**src/rtl/shiftreg_ctrl_if.sv**
```systemverilog
// Byte handshake between the core logic and shiftreg_ctrl: tx byte in, rx byte out.
interface shiftreg_ctrl_if #(
    parameter int NBITS = 8
);
    logic [NBITS-1:0] tx_data;
    logic             tx_valid;
    logic             tx_ready;
    logic [NBITS-1:0] rx_data;
    logic             rx_valid;

    modport master (
        output tx_data, tx_valid,
        input  tx_ready, rx_data, rx_valid
    );

    modport slave (
        input  tx_data, tx_valid,
        output tx_ready, rx_data, rx_valid
    );
endinterface

```
**src/rtl/shiftreg_ctrl.sv**
```systemverilog
// Byte-transfer sequencer for an 8-bit parallel-load serial shift register.
// Define SHIFTREG_CTRL_LATCH_EN to add the sr_latch output and a LATCH phase before DONE.
module shiftreg_ctrl #(
    parameter int CLK_DIV = 4,
    parameter int NBITS   = 8
) (
    input  logic             i_clk,
    input  logic             i_rst_n,
    shiftreg_ctrl_if.slave   bus,
    output logic             o_busy,
    output logic             o_sr_clk,
    output logic             o_sr_ld,
    output logic [NBITS-1:0] o_sr_data,
`ifdef SHIFTREG_CTRL_LATCH_EN
    output logic             o_sr_latch,
`endif
    input  logic             i_sr_ser
);

    generate
        if (CLK_DIV < 1) begin : g_bad_clk_div
            $error("shiftreg_ctrl: CLK_DIV must be >= 1");
        end
    endgenerate

    localparam int DIV_W = $clog2(CLK_DIV) + 1;
    localparam int BIT_W = $clog2(NBITS) + 1;
    localparam logic [DIV_W-1:0] DIV_LAST = DIV_W'(CLK_DIV - 1);
    localparam logic [BIT_W-1:0] BIT_LAST = BIT_W'(NBITS);

`ifdef SHIFTREG_CTRL_LATCH_EN
    typedef enum logic [2:0] {S_IDLE, S_LOAD, S_SHIFT, S_LATCH, S_DONE} state_t;
`else
    typedef enum logic [1:0] {S_IDLE, S_LOAD, S_SHIFT, S_DONE} state_t;
`endif

    state_t             r_state;
    logic [DIV_W-1:0]   r_div;
    logic [BIT_W-1:0]   r_bit;
    logic [NBITS-1:0]   r_rx_shift;
    logic [NBITS-1:0]   r_rx_data;
    logic [NBITS-1:0]   r_sr_data;
    logic               r_rx_valid;
    logic               r_tx_ready;
    logic               r_busy;
    logic               r_sr_clk;
    logic               r_sr_ld;
`ifdef SHIFTREG_CTRL_LATCH_EN
    logic               r_sr_latch;
`endif
    logic               w_accept;
    logic               w_div_end;

    // tx_ready is only ever high in IDLE, so it alone qualifies the accept.
    assign w_accept  = r_tx_ready && bus.tx_valid;
    assign w_div_end = (r_div == DIV_LAST);

    always_ff @(posedge i_clk or negedge i_rst_n) begin
        if (!i_rst_n) begin
            r_state    <= S_IDLE;
            r_div      <= '0;
            r_bit      <= '0;
            r_rx_shift <= '0;
            r_rx_data  <= '0;
            r_sr_data  <= '0;
            r_rx_valid <= 1'b0;
            r_tx_ready <= 1'b0;
            r_busy     <= 1'b0;
            r_sr_clk   <= 1'b0;
            r_sr_ld    <= 1'b0;
`ifdef SHIFTREG_CTRL_LATCH_EN
            r_sr_latch <= 1'b0;
`endif
        end else begin
            r_rx_valid <= 1'b0;
            case (r_state)
                S_IDLE: begin
                    if (w_accept) begin
                        r_sr_data  <= bus.tx_data;
                        r_sr_ld    <= 1'b1;
                        r_tx_ready <= 1'b0;
                        r_busy     <= 1'b1;
                        r_div      <= '0;
                        r_bit      <= '0;
                        r_state    <= S_LOAD;
                    end else begin
                        r_tx_ready <= 1'b1;
                    end
                end
                S_LOAD: begin
                    if (w_div_end) begin
                        r_div    <= '0;
                        r_sr_ld  <= 1'b0;
                        r_sr_clk <= 1'b1;
                        r_state  <= S_SHIFT;
                    end else begin
                        r_div <= r_div + DIV_W'(1);
                    end
                end
                S_SHIFT: begin
                    if (!w_div_end) begin
                        r_div <= r_div + DIV_W'(1);
                    end else begin
                        r_div <= '0;
                        // Sample on the falling edge; the register updates its output on the rise.
                        if (r_sr_clk) begin
                            r_sr_clk   <= 1'b0;
                            r_rx_shift <= {r_rx_shift[NBITS-2:0], i_sr_ser};
                            r_bit      <= r_bit + BIT_W'(1);
                        end else if (r_bit == BIT_LAST) begin
`ifdef SHIFTREG_CTRL_LATCH_EN
                            r_sr_latch <= 1'b1;
                            r_state    <= S_LATCH;
`else
                            r_rx_data  <= r_rx_shift;
                            r_rx_valid <= 1'b1;
                            r_state    <= S_DONE;
`endif
                        end else begin
                            r_sr_clk <= 1'b1;
                        end
                    end
                end
`ifdef SHIFTREG_CTRL_LATCH_EN
                S_LATCH: begin
                    if (w_div_end) begin
                        r_div      <= '0;
                        r_sr_latch <= 1'b0;
                        r_rx_data  <= r_rx_shift;
                        r_rx_valid <= 1'b1;
                        r_state    <= S_DONE;
                    end else begin
                        r_div <= r_div + DIV_W'(1);
                    end
                end
`endif
                S_DONE: begin
                    r_busy     <= 1'b0;
                    r_tx_ready <= 1'b1;
                    r_state    <= S_IDLE;
                end
                default: begin
                    r_state <= S_IDLE;
                end
            endcase
        end
    end

    assign bus.tx_ready = r_tx_ready;
    assign bus.rx_data  = r_rx_data;
    assign bus.rx_valid = r_rx_valid;
    assign o_busy       = r_busy;
    assign o_sr_clk     = r_sr_clk;
    assign o_sr_ld      = r_sr_ld;
    assign o_sr_data    = r_sr_data;
`ifdef SHIFTREG_CTRL_LATCH_EN
    assign o_sr_latch   = r_sr_latch;
`endif

endmodule
```
**src/flat_wrapper.sv**
```systemverilog
// flat-port wrapper written by rule: the top's interface ports become plain ports
module shiftreg_ctrl_flat 
#(
    parameter int CLK_DIV = 4,
    parameter int NBITS   = 8
)
  (i_clk, i_rst_n, o_busy, o_sr_clk, o_sr_ld, o_sr_data, i_sr_ser, bus_tx_data, bus_tx_valid, bus_tx_ready, bus_rx_data, bus_rx_valid);
  shiftreg_ctrl_if #(.NBITS(NBITS)) bus_i ();
  input  logic i_clk;
  input  logic i_rst_n;
  output logic o_busy;
  output logic o_sr_clk;
  output logic o_sr_ld;
  output logic [NBITS-1:0] o_sr_data;
  input  logic i_sr_ser;
  input wire logic [$bits(bus_i.tx_data)-1:0] bus_tx_data;
  input wire logic [$bits(bus_i.tx_valid)-1:0] bus_tx_valid;
  output wire logic [$bits(bus_i.tx_ready)-1:0] bus_tx_ready;
  output wire logic [$bits(bus_i.rx_data)-1:0] bus_rx_data;
  output wire logic [$bits(bus_i.rx_valid)-1:0] bus_rx_valid;
  assign bus_i.tx_data = bus_tx_data;
  assign bus_i.tx_valid = bus_tx_valid;
  assign bus_tx_ready = bus_i.tx_ready;
  assign bus_rx_data = bus_i.rx_data;
  assign bus_rx_valid = bus_i.rx_valid;
  shiftreg_ctrl #(.CLK_DIV(CLK_DIV), .NBITS(NBITS)) u_core (.i_clk(i_clk), .i_rst_n(i_rst_n), .bus(bus_i), .o_busy(o_busy), .o_sr_clk(o_sr_clk), .o_sr_ld(o_sr_ld), .o_sr_data(o_sr_data), .i_sr_ser(i_sr_ser));
endmodule
```
**config.mk**
```make
export PLATFORM = sky130hd
export DESIGN_NAME = shiftreg_ctrl_flat
export DESIGN_NICKNAME = d
export VERILOG_FILES = /design/src/rtl/shiftreg_ctrl_if.sv /design/src/rtl/shiftreg_ctrl.sv /design/src/flat_wrapper.sv
export SDC_FILE = /design/constraint.sdc
export NUM_CORES = 1
export LEC_CHECK = 0
export ABC_CLOCK_PERIOD_IN_PS = 4600
export BUFFER_PORTS_ARGS = -buffer_cell sky130_fd_sc_hd__buf_4
export CAP_MARGIN = 20
export CORE_MARGIN = 3
export CORE_UTILIZATION = 24
export CTS_CLUSTER_DIAMETER = 30
export DETAILED_ROUTE_END_ITERATION = 6
export GPL_ROUTABILITY_DRIVEN = 0
export PLACE_DENSITY = 0.49
export SYNTH_ARGS = -nofsm -noshare
export SYNTH_HDL_FRONTEND = slang
export SYNTH_SLANG_ARGS = --single-unit
```
**constraint.sdc**
```tcl
create_clock -name i_clk -period 4.6 [get_ports i_clk]
set_input_delay 0.92 -clock i_clk [delete_from_list [all_inputs] [get_ports i_clk]]
set_output_delay 0.92 -clock i_clk [all_outputs]
set_load 0.02 [all_outputs]
```
==> results.rst, run 1 <==
.. list-table::
   :header-rows: 1

   * - Metric
     - Value
   * - Final number of setup-violating endpoints
     - 0
   * - Total global routing track utilization
     - 8.29%
   * - Number of enable flip-flop cells after synthesis
     - 0
   * - Layout filler cell count
     - a little over 700
   * - Transition time at the pin with the least slew margin
     - between 0.5 and 0.6 ns
   * - FF-to-FF Start
     - u_core.r_bit[0]
   * - Count of instances resized after the clock tree is built
     - 0
   * - Number of hold violations in the final report
     - 0
   * - Die Ht
     - 91.8 microns
   * - Power density over the cells
     - roughly 620 mW/mm^2
   * - Highest Clock Rate
     - between 500 and 600 MHz
   * - Number of distinct library cells after synthesis
     - 33
   * - Number of clock sinks seen by CTS
     - 38
   * - Register-to-register path setup slack
     - 2.78 ns
   * - Maximum vdd ir drop
     - 0.171 mV
   * - Hold-critical path endpoint
     - u_core.r_div[2]
   * - Number of optimization iterations in the first detailed-route pass
     - 4
   * - Max Fanout on Critical Path
     - 8
   * - Area of the mapped netlist
     - 0.00177 sq mm
   * - Port-buffer cells
     - 32
   * - Outcome
     - completed
   * - Synthesized flop and latch total
     - 38
   * - Number of buffers created by CTS
     - 5
   * - Largest cells by area after synthesis
     - sky130_fd_sc_hd__dfrtp_1 (54%), sky130_fd_sc_hd__mux2_2 (11%), sky130_fd_sc_hd__mux2_4 (6.8%), sky130_fd_sc_hd__ha_1 (5.7%), sky130_fd_sc_hd__nand2_1 (1.5%)
   * - Clock insertion delay at the later pin of the skew report
     - 0.29 ns
   * - Antenna violations before repair
     - 0
   * - Most repeated cell in the gate-level netlist after synthesis
     - sky130_fd_sc_hd__dfrtp_1
   * - Net count of the mapped netlist
     - 153
   * - Via density
     - 4.25
   * - Worst-path clk slew
     - 0.08 ns
   * - Std-Cell Core Area
     - about 0.0070 sq mm
   * - Clock skew
     - about 0.013 ns
   * - Layout overhead on the synthesized area
     - 26.2%
   * - Worst Path Class, Setup
     - flop to output port
   * - Count of pins on the block boundary
     - 33
   * - Class of the most critical hold timing path
     - flop to flop
   * - Element type at the critical path start
     - flop
   * - Kind of cell adding the most delay to the critical path
     - flip-flops
   * - Worst flop-to-flop path endpoint
     - u_core.bus.rx_data[7]
   * - Most instantiated cells after synthesis
     - sky130_fd_sc_hd__dfrtp_1 (38), sky130_fd_sc_hd__mux2_2 (18), sky130_fd_sc_hd__ha_1 (8), sky130_fd_sc_hd__mux2_4 (8), sky130_fd_sc_hd__nand2_1 (7)
   * - Number of antenna-violating nets in the routed design
     - 0
   * - Setup repair after global routing missed its margin
     - no
   * - Number of rows in the core area
     - 30
   * - Sequential area share after synthesis
     - a little over half
   * - Post-detailed-route DRC marker count
     - 0
   * - Full die area
     - about 0.0084 sq mm
   * - Data arrival at the endpoint of the critical path
     - 1.03 ns
   * - Cell-by-cell listing of the critical path
     - buf_4
   * - Count of cells along the worst hold path
     - 1
   * - Number of global-route vias before repair
     - 1098
   * - Number of cell instances on the worst register-to-register path
     - 6
   * - Worst slew slack as a fraction of its limit
     - roughly two thirds
   * - Async set-reset flop share out of synthesis
     - 100%
   * - Layout cells sized above 1
     - 44.0%
   * - Cell at the slowest stage of the critical path
     - sky130_fd_sc_hd__dfrtp_1
   * - Remaining global-route overflow
     - 0
   * - Clock Path Buffers
     - 2
   * - Mean Syn Cell Area
     - 13.3 sq um
   * - Maxcap violations
     - 0
   * - WP buf/inv
     - 1
   * - Fin crit period
     - 1.95 ns
   * - Clock Root Buffer
     - sky130_fd_sc_hd__clkbuf_8
   * - Detail-routed net length per standard cell
     - between 10 and 15 microns
   * - Slowest cell delay on critical path
     - 0.53 ns
   * - Leading area contributor after synthesis
     - sky130_fd_sc_hd__dfrtp_1
   * - Static power due to leakage
     - approximately 1.0 nW
   * - Synthesis warning total
     - 0
   * - Final period util
     - ~42%
   * - Routed wire length
     - about 3300 microns
   * - Area share of the leading cell type in the synthesized netlist
     - 53.8%
   * - Iteration-0 DRC count of the detailed router
     - 40
   * - Net count reported at finish
     - 187
   * - Commonest register cell after synthesis
     - sky130_fd_sc_hd__dfrtp_1
   * - Post-CTS setup buffer count
     - 0
   * - Vias
     - 1121
   * - H-tree depth reported by CTS
     - 2
   * - Type of element capturing the critical path
     - output port
   * - Largest net degree at the start of global routing
     - 39
   * - Final hold slack
     - 0.505 ns
   * - Data required time of the critical path
     - 3.68 ns
   * - Initial Util
     - 25.3%
   * - Post-detailed-placement half-perimeter wirelength
     - 2350 microns
   * - Chip width
     - 91.8 microns
   * - Global-route wire length before repair
     - 5440 microns
   * - Total negative slack
     - 0 ns
   * - Max-slew violation count
     - 0
   * - Antenna cells
     - 0
   * - CTS hold repair buffers
     - 0
   * - Post-synthesis cell count
     - 133
   * - TritonCTS clock tree
     - done
   * - HP Start
     - u_core.r_div[2]
-- flip-flops by register name, summed over array words and instances, names as in the netlist --
| name | cells |
|---|---|
| u_core.r_bit | 4 |
| u_core.o_sr_clk | 1 |
| u_core.r_state | 2 |
| u_core.o_busy | 1 |
| u_core.bus.rx_valid | 1 |
| u_core.bus.rx_data | 8 |
| u_core.o_sr_ld | 1 |
| u_core.r_div | 3 |
| u_core.bus.tx_ready | 1 |
| u_core.o_sr_data | 8 |
| u_core.r_rx_shift | 8 |
-- stage by stage --
| stage | util, % | power, W | area [sq um] | setup slack [ns] | instances |
|---|---|---|---|---|---|
| finish | 32.0 | 0.00139 | 2230 | 2.65 | 264 |
| global route | 32.0 | 0.00149 | 2230 | 2.60 | 264 |
| CTS | 32.0 | 0.00141 | 2230 | 2.65 | 264 |
| detailed placement | 30.0 | 0.00107 | 2090 | 2.74 | 256 |
| global placement | 30.0 | 0.00107 | 2090 | 2.76 | 256 |
| floorplan | - | 0.000887 | 1770 | 2.94 | 133 |
-- cell type report --
cell class | instances | area (sq um) | area share [%]
timing repair buffer | 32 | 240 | 10.8
clock buffer | 5 | 68.8 | 3.08
tap | 96 | 120 | 5.38
clock inverter | 3 | 68.8 | 3.08
inverter | 5 | 18.8 | 0.841
multi-input combinational | 85 | 763 | 34.2
sequential | 38 | 951 | 42.6
-- logic make-up (layout without fill, tap and decap cells) --
| group | after synthesis | in the layout | synth area share [%] |
|---|---|---|---|
| AO/OA/AOI/OAI | 20 | 20 | 8.42 |
| adder cells (fa/ha/maj) | 8 | 8 | 5.66 |
| buffers and inverters | 10 | 45 | 3.04 |
| flip-flops | 38 | 38 | 53.8 |
| multiplexers | 28 | 28 | 19.4 |
| AND/OR/NAND/NOR | 29 | 29 | 9.70 |
-- layer usage --
| metal | share of wire (%) | wire length [microns] | track usage (%) | vias up |
|---|---|---|---|---|
| li1 | - | - | - | 536 |
| met4 | 2.8 | 90 | 5.57 | 0 |
| met3 | 4.1 | 134 | 2.13 | 6 |
| met5 | 0 | 0 | 0 | - |
| met1 | 48 | 1560 | 10.6 | 552 |
| met2 | 45 | 1480 | 12.2 | 27 |
-- where the power goes --
part           internal (W)  leakage (nW)  switching (W)
combinational      0.000260         0.498       0.000289
sequential         0.000428         0.475      0.0000738
clock              0.000217        0.0683       0.000122
-- cell usage in the layout (no fill, tap or decap), types with 2 or more instances in the layout --
cell type | synthesis | routed
sky130_fd_sc_hd__dfrtp_1 | 38 | 38
sky130_fd_sc_hd__buf_4 | 2 | 32
sky130_fd_sc_hd__mux2_2 | 18 | 18
sky130_fd_sc_hd__mux2_4 | 8 | 8
sky130_fd_sc_hd__ha_1 | 8 | 8
sky130_fd_sc_hd__nand2_1 | 7 | 7
sky130_fd_sc_hd__nor2_1 | 6 | 6
sky130_fd_sc_hd__inv_1 | 5 | 5
sky130_fd_sc_hd__clkbuf_8 | 0 | 5
sky130_fd_sc_hd__nor3_1 | 4 | 4
sky130_fd_sc_hd__o21ai_0 | 4 | 4
sky130_fd_sc_hd__a21oi_1 | 4 | 4
sky130_fd_sc_hd__a22oi_1 | 2 | 2
sky130_fd_sc_hd__nand3_1 | 2 | 2
sky130_fd_sc_hd__nand3_2 | 2 | 2
sky130_fd_sc_hd__mux2i_1 | 2 | 2
sky130_fd_sc_hd__a31oi_1 | 2 | 2
sky130_fd_sc_hd__and3_1 | 2 | 2
sky130_fd_sc_hd__a32o_1 | 2 | 2
sky130_fd_sc_hd__bufinv_16 | 0 | 2
-- worst max-delay path by stage --
| stage | end | start | depth (start not counted) |
|---|---|---|---|
| 5_1_grt | o_sr_clk | u_core.o_sr_clk | 1 |
| 3_5_place_dp | u_core.r_state[1] | bus_tx_valid | 5 |
| 3_3_place_gp | u_core.r_state[1] | bus_tx_valid | 5 |
| 4_1_cts | o_sr_clk | u_core.o_sr_clk | 1 |
| 6_report | o_sr_clk | u_core.o_sr_clk | 1 |
| 2_1_floorplan | u_core.r_bit[0] | bus_tx_valid | 3 |
No activity file was read; power rests on OpenSTA's default activity.
==> inputs of run 2 (changes only) <==
--- a/config.mk
+++ b/config.mk
@@ -5,7 +5,7 @@
 export SDC_FILE = /design/constraint.sdc
 export NUM_CORES = 1
 export LEC_CHECK = 0
-export ABC_CLOCK_PERIOD_IN_PS = 4600
+export ABC_CLOCK_PERIOD_IN_PS = 2000
 export BUFFER_PORTS_ARGS = -buffer_cell sky130_fd_sc_hd__buf_4
 export CAP_MARGIN = 20
 export CORE_MARGIN = 3
==> constraint.sdc (replaced) <==
create_clock -name i_clk -period 2 [get_ports i_clk]
set_input_delay 0.4 -clock i_clk [delete_from_list [all_inputs] [get_ports i_clk]]
set_output_delay 0.4 -clock i_clk [all_outputs]
set_load 0.02 [all_outputs]
==> run 2 against run 1 <==
  * Via count about the same
  * Die area unchanged
  * Largest power group unchanged
  * Worst setup slack worse by 2.4 ns
  * Clock skew down 0.0073 ns
  * Utilization down 0.30 points
  * Global-route usage up 0.36 points
  * First-iteration DRC count up 45%
  * Sequential share of layout area up 0.41 points
  * Highest routed layer unchanged
  * Worst hold slack worse by 0.42 ns
==> results.rst, run 2 (synthesis gave the netlist of run 1 again) <==
.. list-table::
   :header-rows: 1

   * - Metric
     - Value
   * - Outcome
     - completed
   * - Detail-routed net length per standard cell
     - 12.3 microns (-0.56%)
   * - Sequential group share of total power
     - 37.6% (+1.5 points)
   * - Routed wire length
     - 3260 microns (-0.18%)
   * - Maxcap violations
     - 0 (unchanged)
   * - Clock skew
     - 0.00578 ns (-0.00727 ns)
   * - Clock Root Buffer
     - sky130_fd_sc_hd__clkbuf_8
   * - H-tree depth reported by CTS
     - 2 (unchanged)
   * - Int Power
     - 0.00195 W (+120%)
   * - Worst-path clk slew
     - 0.08 ns (about the same)
   * - Post-CTS setup buffer count
     - 0 (unchanged)
   * - Element type at the critical path start
     - flop
   * - Antenna cells
     - 0 (unchanged)
   * - Static power due to leakage
     - 1.04 nW (-0.48%)
   * - Data arrival at the endpoint of the critical path
     - 1.96 ns (+0.93 ns)
   * - Commonest non-fill, non-tap cell in the layout
     - sky130_fd_sc_hd__dfrtp_1
   * - Largest net degree at the start of global routing
     - 39 (unchanged)
   * - Final number of setup-violating endpoints
     - 0 (unchanged)
   * - Port-buffer cells
     - 32 (unchanged)
   * - Final standard cell count with taps included and fillers excluded
     - 265 (+0.38%)
   * - Max Fanout on Critical Path
     - 8 (unchanged)
   * - Antenna violations before repair
     - 0 (unchanged)
   * - Transition time at the pin with the least slew margin
     - 0.490 ns (-0.0185 ns)
   * - Top routing layer in use
     - met4
   * - Proportion of total power due to net switching
     - 36.3% (+1.4 points)
   * - Cell at the slowest stage of the critical path
     - sky130_fd_sc_hd__dfrtp_1
   * - Iteration-0 DRC count of the detailed router
     - 58 (+45%)
   * - Full die area
     - 0.00843 sq mm (unchanged)
   * - Register-to-register path setup slack
     - 0.25 ns (-2.53 ns)
   * - Remaining global-route overflow
     - 0 (unchanged)
   * - Fin crit period
     - between 1.5 and 2 ns
   * - Switching pwr
     - 0.00111 W (+130%)
   * - Number of global-route vias before repair
     - 1156 (+5.3%)
   * - Kind of cell adding the most delay to the critical path
     - simple AND/OR/NAND/NOR gates
   * - Clock insertion delay at the later pin of the skew report
     - 0.28 ns (about the same)
   * - Number of hold violations in the final report
     - 0 (unchanged)
   * - Dpl cells
     - 257 (+0.39%)
   * - Final period util
     - 87.5%
   * - Class of the most critical hold timing path
     - input pin to asynchronous set/reset pin
   * - Layout overhead on the synthesized area
     - 25.0%
   * - Max-slew violation count
     - 0 (unchanged)
   * - Number of optimization iterations in the first detailed-route pass
     - 4 (unchanged)
   * - Power density over the cells
     - 1380 mW/mm^2 (+120%)
   * - Slowest cell delay on critical path
     - 0.40 ns (-0.13 ns)
   * - Post-detailed-route DRC marker count
     - 0 (unchanged)
   * - Data required time of the critical path
     - 2.21 ns (-1.47 ns)
   * - Post-detailed-placement half-perimeter wirelength
     - 2320 microns (-1.4%)
   * - Chip width
     - 91.8 microns (unchanged)
   * - Metal-1 WL
     - 1540 microns (-1.5%)
   * - Number of clock sinks seen by CTS
     - 38 (unchanged)
   * - Count of pins on the block boundary
     - 33 (unchanged)
   * - Count of instances resized after the clock tree is built
     - 0 (unchanged)
   * - Layout cells sized above 1
     - 44.4% (+0.33 points)
   * - Net count reported at finish
     - 188 (+0.53%)
   * - Worst flop-to-flop path endpoint
     - u_core.r_bit[3]
   * - Via density
     - 4.23 (-0.47%)
   * - Total negative slack
     - 0 ns (unchanged)
   * - Highest-count cells in the layout ignoring fill and taps
     - sky130_fd_sc_hd__dfrtp_1 (38), sky130_fd_sc_hd__buf_4 (33), sky130_fd_sc_hd__mux2_2 (18), sky130_fd_sc_hd__mux2_4 (8), sky130_fd_sc_hd__ha_1 (8)
   * - Worst Path Class, Setup
     - flop to flop
   * - Clock Path Buffers
     - 2 (unchanged)
   * - FF-to-FF Start
     - u_core.r_state[0]
   * - Total global routing track utilization
     - 8.64% (+0.36 points)
   * - Maximum vdd ir drop
     - 0.501 mV (+190%)
   * - Global-route wire length before repair
     - 5840 microns (+7.2%)
   * - Met2 routed wirelength
     - 1520 microns (+2.2%)
   * - Vias
     - 1120 (-0.089%)
   * - Setup repair after global routing missed its margin
     - no
   * - Worst slew slack as a fraction of its limit
     - 67.3% (+1.2 points)
   * - Type of element capturing the critical path
     - flop
   * - Part of the total power dissipated in combinational logic
     - 41.6% (+2.1 points)
   * - Cell-by-cell listing of the critical path
     - inv_1 -> ha_1 -> mux2i_1 -> nor3_1 -> and3_1 -> nor3_2
   * - Std-Cell Core Area
     - 0.00698 sq mm (unchanged)
   * - WP buf/inv
     - 1 (unchanged)
   * - Initial Util
     - 25.3% (unchanged)
   * - CTS hold repair buffers
     - 0 (unchanged)
   * - Met3 Wirelength
     - 167 microns (+25%)
   * - Power Total
     - 0.00306 W (+120%)
   * - Die Ht
     - 91.8 microns (unchanged)
   * - Highest Clock Rate
     - approximately 570 MHz
   * - Number of buffers created by CTS
     - 5 (unchanged)
   * - Number of antenna-violating nets in the routed design
     - 0 (unchanged)
   * - Number of cell instances on the worst register-to-register path
     - 6 (unchanged)
   * - Clk network pwr share
     - 20.8% (-3.6 points)
   * - Number of rows in the core area
     - 30 (unchanged)
   * - TritonCTS clock tree
     - done
[run 2: cell count changes in the layout (fill, tap and decap cells not counted)]
cell	previous run	this run
sky130_fd_sc_hd__bufinv_16	2	1
sky130_fd_sc_hd__clkinv_2	0	2
sky130_fd_sc_hd__clkinv_4	1	0
sky130_fd_sc_hd__buf_4	32	33
[run 2: how the worst max path moves through the flow]
stage	start	to	slack, ns	cells past startpoint
finish	u_core.r_state[0]	u_core.r_bit[3]	0.25	6
global route	u_core.r_state[0]	u_core.r_bit[3]	0.05	6
CTS	u_core.r_state[0]	u_core.r_bit[3]	0.26	6
detailed placement	u_core.r_state[0]	u_core.r_bit[3]	0.28	6
global placement	u_core.r_state[0]	u_core.r_bit[0]	0.31	5
floorplan	u_core.r_state[0]	u_core.r_bit[0]	0.40	6
[run 2: power by group through the flow]
stage,Clock [W],Combinational (W),Sequential [W]
final,0.000636,0.00127,0.00115
after global routing,0.000710,0.00141,0.00119
after CTS,0.000668,0.00129,0.00116
after detailed placement,0,0.00128,0.00117
after global placement,0,0.00128,0.00117
after floorplan,0,0.000743,0.00130
[run 2: cell type report]
| type | instances | area, sq um |
|---|---|---|
| Sequential cell | 38 | 951 |
| Inverter | 5 | 18.8 |
| Tap cell | 96 | 120 |
| Clock inverter | 3 | 40.0 |
| Fill cell | 750 | 4770 |
| Clock buffer | 5 | 68.8 |
| Timing Repair Buffer | 33 | 248 |
| Multi-Input combinational cell | 85 | 763 |
[run 2: through the flow]
stage | setup WS (ns) | hold slack, ns | area (sq um) | util [%]
after floorplan | 0.395 | 0.104 | 1770 | -
final | 0.251 | 0.0807 | 2210 | 31.6
after detailed placement | 0.275 | 0.413 | 2100 | 30.1
after global placement | 0.308 | 0.414 | 2100 | 30.1
after global routing | 0.0530 | 0.101 | 2210 | 31.6
after CTS | 0.258 | 0.0928 | 2210 | 31.6
[run 2: per-layer routing]
metal	up-vias	track usage, %
met2	32	13.4
li1	539	-
met1	547	11.4
met3	2	2.13
met4	0	3.71
met5	-	0
==> inputs of run 3 (changes only) <==
--- a/config.mk
+++ b/config.mk
@@ -5,15 +5,15 @@
 export SDC_FILE = /design/constraint.sdc
 export NUM_CORES = 1
 export LEC_CHECK = 0
-export ABC_CLOCK_PERIOD_IN_PS = 2000
+export ABC_CLOCK_PERIOD_IN_PS = 1700
 export BUFFER_PORTS_ARGS = -buffer_cell sky130_fd_sc_hd__buf_4
 export CAP_MARGIN = 20
-export CORE_MARGIN = 3
 export CORE_UTILIZATION = 24
 export CTS_CLUSTER_DIAMETER = 30
 export DETAILED_ROUTE_END_ITERATION = 6
 export GPL_ROUTABILITY_DRIVEN = 0
 export PLACE_DENSITY = 0.49
+export RECOVER_POWER = 100
 export SYNTH_ARGS = -nofsm -noshare
 export SYNTH_HDL_FRONTEND = slang
 export SYNTH_SLANG_ARGS = --single-unit
==> constraint.sdc (replaced) <==
create_clock -name i_clk -period 1.7 [get_ports i_clk]
set_input_delay 0.34 -clock i_clk [delete_from_list [all_inputs] [get_ports i_clk]]
set_output_delay 0.34 -clock i_clk [all_outputs]
set_load 0.02 [all_outputs]
==> run 3 against run 2 <==
  * Register-to-register slack worse by 0.16 ns
  * Sequential share of layout area is 0.59 points higher
  * Clock skew is 0.0019 ns lower
  * Worst hold slack better by 0.12 ns
  * Clock-buffer cell count is 1 higher
  * Clock power is 1% higher
  * Flip-flop and latch count stayed put
  * Final cell count is 1.5% higher
  * Sequential power is 17% higher
  * Maximum frequency is 8.7% higher
  * Worst setup slack worse by 0.16 ns
  * Largest cell class unchanged
  * Largest power group unchanged
  * Highest routed layer unchanged
==> results.rst, run 3 (synthesis gave the netlist of run 1 again) <==
.. list-table::
   :header-rows: 1

   * - Metric
     - Value
   * - Outcome
     - completed
   * - Port-buffer cells
     - 32 (unchanged)
   * - Number of antenna-violating nets in the routed design
     - 0 (unchanged)
   * - Total global routing track utilization
     - 9.76% (+1.1 points)
   * - WP buf/inv
     - 2 (+1)
   * - Cell-by-cell listing of the critical path
     - inv_1 -> ha_2 -> nand3b_4 -> nor2_2 -> and3_4 -> buf_12 -> mux2_4
   * - Worst slew slack as a fraction of its limit
     - 36.3% (-31 points)
   * - Number of global-route vias before repair
     - 1135 (-1.8%)
   * - Element type at the critical path start
     - flop
   * - Layout cells sized above 1
     - 36.4% (-8.0 points)
   * - Data arrival at the endpoint of the critical path
     - 1.78 ns (-0.18 ns)
   * - H-tree depth reported by CTS
     - 2 (unchanged)
   * - Number of optimization iterations in the first detailed-route pass
     - 4 (unchanged)
   * - Antenna cells
     - 0 (unchanged)
   * - Count of pins on the block boundary
     - 33 (unchanged)
   * - Net count reported at finish
     - 192 (+2.1%)
   * - Fin crit period
     - 1.61 ns (-0.140 ns)
   * - Layout filler cell count
     - 755 (+0.67%)
   * - Worst flop-to-flop path endpoint
     - u_core.bus.rx_data[0]
   * - Worst Path Class, Setup
     - flop to flop
   * - Vias
     - 1159 (+3.5%)
   * - Commonest non-fill, non-tap cell in the layout
     - sky130_fd_sc_hd__dfrtp_1
   * - Clock Root Buffer
     - sky130_fd_sc_hd__clkbuf_8
   * - Clock Path Buffers
     - 2 (unchanged)
   * - Layout overhead on the synthesized area
     - 23.3%
   * - Slowest cell delay on critical path
     - 0.40 ns (about the same)
   * - Timing startpoint of the critical path
     - u_core.r_bit[0]
   * - Final number of setup-violating endpoints
     - 0 (unchanged)
   * - Highest-count cells in the layout ignoring fill and taps
     - sky130_fd_sc_hd__dfrtp_1 (38), sky130_fd_sc_hd__clkbuf_1 (22), sky130_fd_sc_hd__mux2_2 (18), sky130_fd_sc_hd__buf_4 (13), sky130_fd_sc_hd__mux2_4 (8)
   * - Post-detailed-placement half-perimeter wirelength
     - 2370 microns (+2.4%)
   * - Detail-routed net length per standard cell
     - 12.1 microns (-1.4%)
   * - Highest Clock Rate
     - 621 MHz (+8.7%)
   * - FF-to-FF Start
     - u_core.r_bit[0]
   * - Full die area
     - 0.00771 sq mm (-8.5%)
   * - Number of cell instances on the worst register-to-register path
     - 7 (+1)
   * - Class of the most critical hold timing path
     - input pin to asynchronous set/reset pin
   * - Remaining global-route overflow
     - 0 (unchanged)
   * - Register-to-register path setup slack
     - 0.09 ns (-0.16 ns)
   * - Final period util
     - 94.7% (+7.2 points)
   * - Clock insertion delay at the later pin of the skew report
     - 0.28 ns (about the same)
   * - Crit path capture
     - u_core.bus.rx_data[0]
   * - Max-slew violation count
     - 0 (unchanged)
   * - Via density
     - 4.31 (+1.9%)
   * - Number of rows in the core area
     - 30 (unchanged)
   * - Routed wire length
     - 3270 microns (about the same)
   * - Transition time at the pin with the least slew margin
     - 0.955 ns (+0.465 ns)
   * - Clock skew
     - 0.00393 ns (-0.00185 ns)
   * - Number of clock sinks seen by CTS
     - 38 (unchanged)
   * - Kind of cell adding the most delay to the critical path
     - flip-flops
   * - Post-CTS setup buffer count
     - 0 (unchanged)
   * - Antenna violations before repair
     - 0 (unchanged)
   * - TritonCTS clock tree
     - done
   * - Maxcap violations
     - 0 (unchanged)
   * - Number of buffers created by CTS
     - 5 (unchanged)
   * - Power Total
     - 0.00349 W (+14%)
   * - Initial Util
     - 25.5% (+0.14 points)
   * - Worst-path clk slew
     - 0.07 ns (about the same)
   * - Largest net degree at the start of global routing
     - 39 (unchanged)
   * - Type of element capturing the critical path
     - flop
   * - Power density over the cells
     - 1600 mW/mm^2 (+16%)
   * - Std-Cell Core Area
     - 0.00694 sq mm (-0.54%)
   * - Data required time of the critical path
     - 1.87 ns (-0.34 ns)
   * - Iteration-0 DRC count of the detailed router
     - 30 (-48%)
   * - Static power due to leakage
     - 0.958 nW (-7.5%)
   * - Global-route wire length before repair
     - 5540 microns (-5.1%)
   * - Max Fanout on Critical Path
     - 8 (unchanged)
   * - Maximum vdd ir drop
     - 0.674 mV (+35%)
   * - Cell at the slowest stage of the critical path
     - sky130_fd_sc_hd__dfrtp_1
   * - CP Depth
     - 7 (+1)
   * - Post-detailed-route DRC marker count
     - 0 (unchanged)
   * - Number of hold violations in the final report
     - 0 (unchanged)
   * - Final hold slack
     - 0.197 ns (+0.116 ns)
   * - Die Ht
     - 87.8 microns (-4.4%)
   * - Share of the core filled with cells
     - 31.4% (-0.26 points)
   * - Chip width
     - 87.8 microns (-4.4%)
   * - Setup repair after global routing missed its margin
     - no
run 3: cell types whose count changed in the layout (fill, tap and decap cells not counted), sizes merged:
cell      previous run  this run
clkinvlp             0         1
bufinv               1         0
clkbuf               5        29
clkinv               2         1
buf                 33        14
run 3: worst min-delay path by stage:
stage,startpoint,endpoint,slack (ns),cells past startpoint
3_3_place_gp,i_rst_n,u_core.bus.rx_data[7],0.35,1
5_1_grt,bus_tx_data[1],u_core.o_sr_data[1],0.27,2
6_report,i_rst_n,u_core.bus.rx_data[7],0.20,1
4_1_cts,i_rst_n,u_core.bus.rx_data[3],0.03,1
2_1_floorplan,i_rst_n,u_core.bus.rx_data[0],0.04,0
3_5_place_dp,i_rst_n,u_core.bus.rx_data[7],0.35,1
run 3: layer usage:
layer | GRT usage (%) | part of all wire (%) | vias to the layer above
met1 | 12.1 | 46 | 576
met4 | 6.26 | 2.4 | 0
li1 | - | - | 547
met5 | 0 | 0 | -
met2 | 15.2 | 47 | 32
met3 | 2.36 | 4.3 | 4
run 3: cell type report:
class | count | area [sq um] | area share (%)
Clock buffer | 6 | 82.6 | 3.79
Clock inverter | 2 | 12.5 | 0.574
Inverter | 5 | 18.8 | 0.861
Multi-Input combinational cell | 85 | 790 | 36.2
Sequential cell | 38 | 951 | 43.6
Tap cell | 96 | 120 | 5.51
Timing Repair Buffer | 37 | 205 | 9.41
run 3: power breakdown:
part	switching [W]	internal [W]
Clock	0.000318	0.000326
Combinational	0.000822	0.000678
Sequential	0.000193	0.00116
run 3: through the flow:
stage          setup TNS (ns)  setup WS [ns]  cells  instance area (sq um)
6_report                    0         0.0904    269                   2180
4_1_cts                     0         0.0479    269                   2240
3_5_place_dp         -0.00391       -0.00312    261                   2140
2_1_floorplan               0         0.0954    133                   1770
3_3_place_gp         -0.00304       -0.00304    261                   2140
5_1_grt                     0         0.0105    269                   2180
run 3: timing repair:
| item | CTS | global route |
|---|---|---|
| hold buffers | 0 | 0 |
| endpoints found under the setup margin | 3 | 10 |
| gates cloned | 0 | 0 |
| pin swaps | 0 | 1 |
| resized for setup | 1 | 6 |
run 3: worst register-to-register path, cell delays in order, from the launching register on:
cell and delay, ns:
sky130_fd_sc_hd__dfrtp_1 0.40, sky130_fd_sc_hd__inv_1 0.09, sky130_fd_sc_hd__ha_2 0.20, sky130_fd_sc_hd__nand3b_4 0.09
sky130_fd_sc_hd__nor2_2 0.10, sky130_fd_sc_hd__and3_4 0.20, sky130_fd_sc_hd__buf_12 0.13, sky130_fd_sc_hd__mux2_4 0.30
